--- src/rtl/and_stim_gen.sv ---
// rtl/and_stim_gen.sv - timed 12-vector i1/i2 stimulus source for the AND sequence checker
module and_stim_gen #(
  parameter int DWELL = 500,
  parameter int CNT_W = 16,
  parameter int LOOP  = 0
) (
  input  logic       clk,
  input  logic       reset,
  input  logic       start,
  input  logic       hold,
  input  logic       stop,
  output logic       i1,
  output logic       i2,
  output logic       y_exp,
  output logic [3:0] step_idx,
  output logic       busy,
  output logic       done
);

  typedef enum logic {IDLE, RUN} state_t;

  // A dwell of 0 behaves exactly like a dwell of 1.
  localparam int              DWELL_EFF = (DWELL < 1) ? 1 : DWELL;
  localparam logic [CNT_W-1:0] RELOAD   = CNT_W'(DWELL_EFF - 1);
  localparam logic [3:0]      LAST_STEP = 4'd11;

  state_t           state;
  logic [CNT_W-1:0] cnt;
  logic [3:0]       step_nxt;
  logic [1:0]       vec_nxt;

  function automatic logic [1:0] vec_of(input logic [3:0] s);
    logic [1:0] v;
    case (s)
      4'd0:    v = 2'b00;
      4'd1:    v = 2'b10;
      4'd2:    v = 2'b11;
      4'd3:    v = 2'b01;
      4'd4:    v = 2'b00;
      4'd5:    v = 2'b10;
      4'd6:    v = 2'b11;
      4'd7:    v = 2'b01;
      4'd8:    v = 2'b00;
      4'd9:    v = 2'b01;
      4'd10:   v = 2'b11;
      4'd11:   v = 2'b01;
      default: v = 2'b00;
    endcase
    return v;
  endfunction

  assign step_nxt = step_idx + 4'd1;
  assign vec_nxt  = vec_of(step_nxt);

  always_ff @(posedge clk) begin
    if (reset) begin
      state    <= IDLE;
      cnt      <= '0;
      step_idx <= 4'd0;
      i1       <= 1'b0;
      i2       <= 1'b0;
      y_exp    <= 1'b0;
      busy     <= 1'b0;
      done     <= 1'b0;
    end else begin
      done <= 1'b0;
      case (state)
        IDLE: begin
          if (start && !stop) begin
            state    <= RUN;
            busy     <= 1'b1;
            step_idx <= 4'd0;
            i1       <= 1'b0;
            i2       <= 1'b0;
            y_exp    <= 1'b0;
            cnt      <= RELOAD;
          end
        end
        RUN: begin
          if (stop) begin
            // Abort wins over any pending advance; no done pulse.
            state    <= IDLE;
            busy     <= 1'b0;
            step_idx <= 4'd0;
            i1       <= 1'b0;
            i2       <= 1'b0;
            y_exp    <= 1'b0;
            cnt      <= '0;
          end else if (!hold) begin
            if (cnt != '0) begin
              cnt <= cnt - 1'b1;
            end else if (step_idx == LAST_STEP) begin
              done     <= 1'b1;
              step_idx <= 4'd0;
              i1       <= 1'b0;
              i2       <= 1'b0;
              y_exp    <= 1'b0;
              if (LOOP != 0) begin
                cnt <= RELOAD;
              end else begin
                state <= IDLE;
                busy  <= 1'b0;
                cnt   <= '0;
              end
            end else begin
              // i1, i2 and y_exp all change on the same edge so the checker never sees a mixed vector.
              step_idx <= step_nxt;
              i1       <= vec_nxt[1];
              i2       <= vec_nxt[0];
              y_exp    <= vec_nxt[1] & vec_nxt[0];
              cnt      <= RELOAD;
            end
          end
        end
        default: state <= IDLE;
      endcase
    end
  end

endmodule

--- config.mk ---
export PLATFORM = sky130hd
export DESIGN_NAME = and_stim_gen
export DESIGN_NICKNAME = d
export VERILOG_FILES = /design/src/rtl/and_stim_gen.sv
export SDC_FILE = /design/constraint.sdc
export NUM_CORES = 1
export LEC_CHECK = 0
export ABC_AREA = 1
export CAP_MARGIN = 10
export CELL_PAD_IN_SITES_DETAIL_PLACEMENT = 1
export CELL_PAD_IN_SITES_GLOBAL_PLACEMENT = 1
export CORE_MARGIN = 2
export CORE_UTILIZATION = 40
export DETAILED_ROUTE_END_ITERATION = 8
export GPL_TIMING_DRIVEN = 1
export PLACE_DENSITY_LB_ADDON = 0.1
export SKIP_LAST_GASP = 1
export SLEW_MARGIN = 20
export SYNTH_ARGS = -nofsm -noshare
export SYNTH_HDL_FRONTEND = slang
export SYNTH_SLANG_ARGS = --single-unit
--- constraint.sdc ---
create_clock -name clk -period 2.1 [get_ports clk]
set_input_delay 0.525 -clock clk [delete_from_list [all_inputs] [get_ports clk]]
set_output_delay 0.525 -clock clk [all_outputs]
set_load 0.005 [all_outputs]
==> results.toml, run 1 <==
[critical_path]
cp_data_arrival_time_ps = 1360
crit_family = "buffers and inverters"
start_kind = "register"
cpMaxStageDelayCell = "clkdlybuf4s50_1"
crit_fanout = 8
worst-path-buf-inv = 1
crit_chain = "clkdlybuf4s50_1"
max_stage_delay_ps = 560
required_ps = 1570
cp-end-kind = "output port"
path_class = "register to output port"

[floorplanning]
design.core.area_mm2 = 0.00361
die_w_um = 64.6
rows = 22
ioPinCount = 14
die_h_um = 64.6
start_util_pct = 40.7
dieArea_mm2 = 0.00417

[pwr]
p_per_area_mw_per_mm2 = 742
p_seq_share_pct = 44.0
p_sw_mw = 0.453
vdd_ir_drop_max_uv = 302
clockPowerShare_pct = 26.4
p_leak_nw = 0.797
total_power_mw = 1.30
combPwrFrac_pct = 29.6
p_int_mw = 0.845
sw_frac_of_total_pct = 34.9

[synth]
ys_seq_elements = 26
avgSynthCellArea_um2 = 6.71
synth_seq_area_share_pct = 35.4
ys_warn_count = 0
synth_cells = 219
ys_types = 22
syn_nets = 228
synth.area.top_cells = "dfxtp_1 35%, nand2_1 11%, nor2_1 10%"
synth_area_mm2 = 0.00147
synth_top_area_cell = "dfxtp_1"
synth_top_cell_area_share_pct = 35.4

[placement]
gp_congestion = 0.859
io_buffers = 13
dp_slack_ps = 62.0
hpwl_mm = 3.17
placed_area_mm2 = 0.00170

[cts]
clock_path_buffers = 2
numCtsBuffers = 3
root_buffer = "clkbuf_8"
post_cts_buffers = 0
cts_sinks = 26
cts_tree = "yes"
ctsHoldBuffers = 0
clk_latency_ps = 280
h-tree-depth = 1
path_clk_slew_ps = 100
post_cts_resized = 0

[detailed_routing]
drt_wl_total_mm = 3.99
drt_pre_antenna_iters = 4
vias = 1461
avgViaCountPerCell = 5.07
post_drt_wl_per_cell_um = 13.9
dr.first_iter.drc_count = 71
drc = 0
drtAntennaViolNets = 0

[flow_run]
maxCapViolCount = 0

[sta]
worstMarginPinSlew_ps = 445
clock_skew_ps = 5.90
setup_viol = 0
setup-tns-final_ps = 0
max-slew-margin-rel_pct = 70.3
rsz0062_at_grt = "false"
min_period_over_period_pct = 89.8
period_needed_ps = 1890
setup_ws_ps = 215
slew_viol_final = 0
timing.final.hold_violations = 0
fmax_mhz = 530

[global_route]
grt_pass1_vias = 1513
grt_antenna_before_repair = 0
grt_max_degree = 15
grt_usage_pct = 20.8
grt_overflow = 0
grt_first_pass_wirelength_mm = 6.81

[cells_and_area]
diodes = 0
final_util_pct = 48.5
finish.instance_area_mm2 = 0.00175
nNetsFinal = 250
drive_gt1_share_pct = 11.7
area_growth_pct = 19.2

[hold_path]
hp-class = "register to register"

[status]
status = "finished, final reports clean"
==> layout by cell type (no fill, tap or decap), drive strengths merged <==
master | synthesis | layout
a21oi | 12 | 12
and2 | 1 | 1
buf | 1 | 6
clkbuf | 1 | 4
clkdlybuf4s50 | 0 | 13
dfxtp | 26 | 26
ha | 4 | 4
inv | 23 | 23
nand2 | 48 | 48
nand3 | 22 | 22
nand4 | 3 | 3
nor2 | 50 | 50
nor3 | 2 | 2
o21ai | 15 | 15
xnor2 | 4 | 4
xor2 | 7 | 7
==> layer usage <==
layer | track usage, % | share of wire, %
met5 | 0 | 0
met4 | 7.45 | 1.9
met3 | 3.30 | 2.2
met1 | 25.4 | 46
met2 | 37.0 | 50
==> final timing paths <==
check        cells past startpoint        start           to  slack [ps]
min reg2reg                      2         busy         busy         470
max                              1  step_idx[0]  step_idx[0]         210
min                              2         busy         busy         470
max reg2reg                      6  step_idx[0]       cnt[8]         340
==> cell type report <==
cell class / instances / area (µm²)
clock buffer: 4 / 55.1
fill: 495 / 1860
inverter: 23 / 86.3
multi-input combinational: 168 / 853
sequential: 26 / 520
tap: 48 / 60.1
timing repair buffer: 19 / 175
==> through the flow <==
step                hold WS, ps  instances
floorplan                   449        219
global placement            450        284
detailed placement          464        284
CTS                         482        288
global route                499        288
finish                      471        288
==> power by group through the flow <==
stage / logic [mW] / registers, mW / clock network [mW]
final: 0.385 / 0.571 / 0.343
after global routing: 0.435 / 0.577 / 0.365
after CTS: 0.389 / 0.571 / 0.345
after detailed placement: 0.387 / 0.583 / 0
after global placement: 0.373 / 0.579 / 0
after floorplan: 0.281 / 0.571 / 0
==> sequential cells by signal, summed over array words and instances, names as in the netlist <==
name and count:
i1 1, i2 1, step_idx 4, done 1, y_exp 1, busy 1, cnt 16, state 1
==> Yosys cell counts, drive strengths merged <==
cell	number
ha	4
nand2	48
xnor2	4
nand4	3
clkbuf	1
xor2	7
dfxtp	26
o21ai	15
inv	23
and2	1
buf	1
nor2	50
a21oi	12
nand3	22
nor3	2
==> cell families (layout without fill, tap and decap cells) <==
family / Yosys count / count (layout) / share of synthesized area (%)
adders and majority gates: 4 / 4 / 3.41
DFF: 26 / 26 / 35.4
AOI/OAI and AO/OA: 27 / 27 / 9.97
xor gates and xnor gates: 11 / 11 / 6.56
buffers and inverters: 25 / 46 / 6.47
and+or+nand+nor: 126 / 126 / 38.2
Note: power is estimated with default switching activity, not from simulation.
==> run 2, diff against run 1 <==
CAP_MARGIN = 20   (was 10)
SLEW_MARGIN = not set   (was 20)
==> results of run 2 <==
The final DEF is identical to that of run 1; final timing and power are the same.
==> run 3, diff against run 2 <==
HOLD_SLACK_MARGIN = 0.05   (was not set)
==> results of run 3 <==
The final DEF is identical to that of run 1; final timing and power are the same.
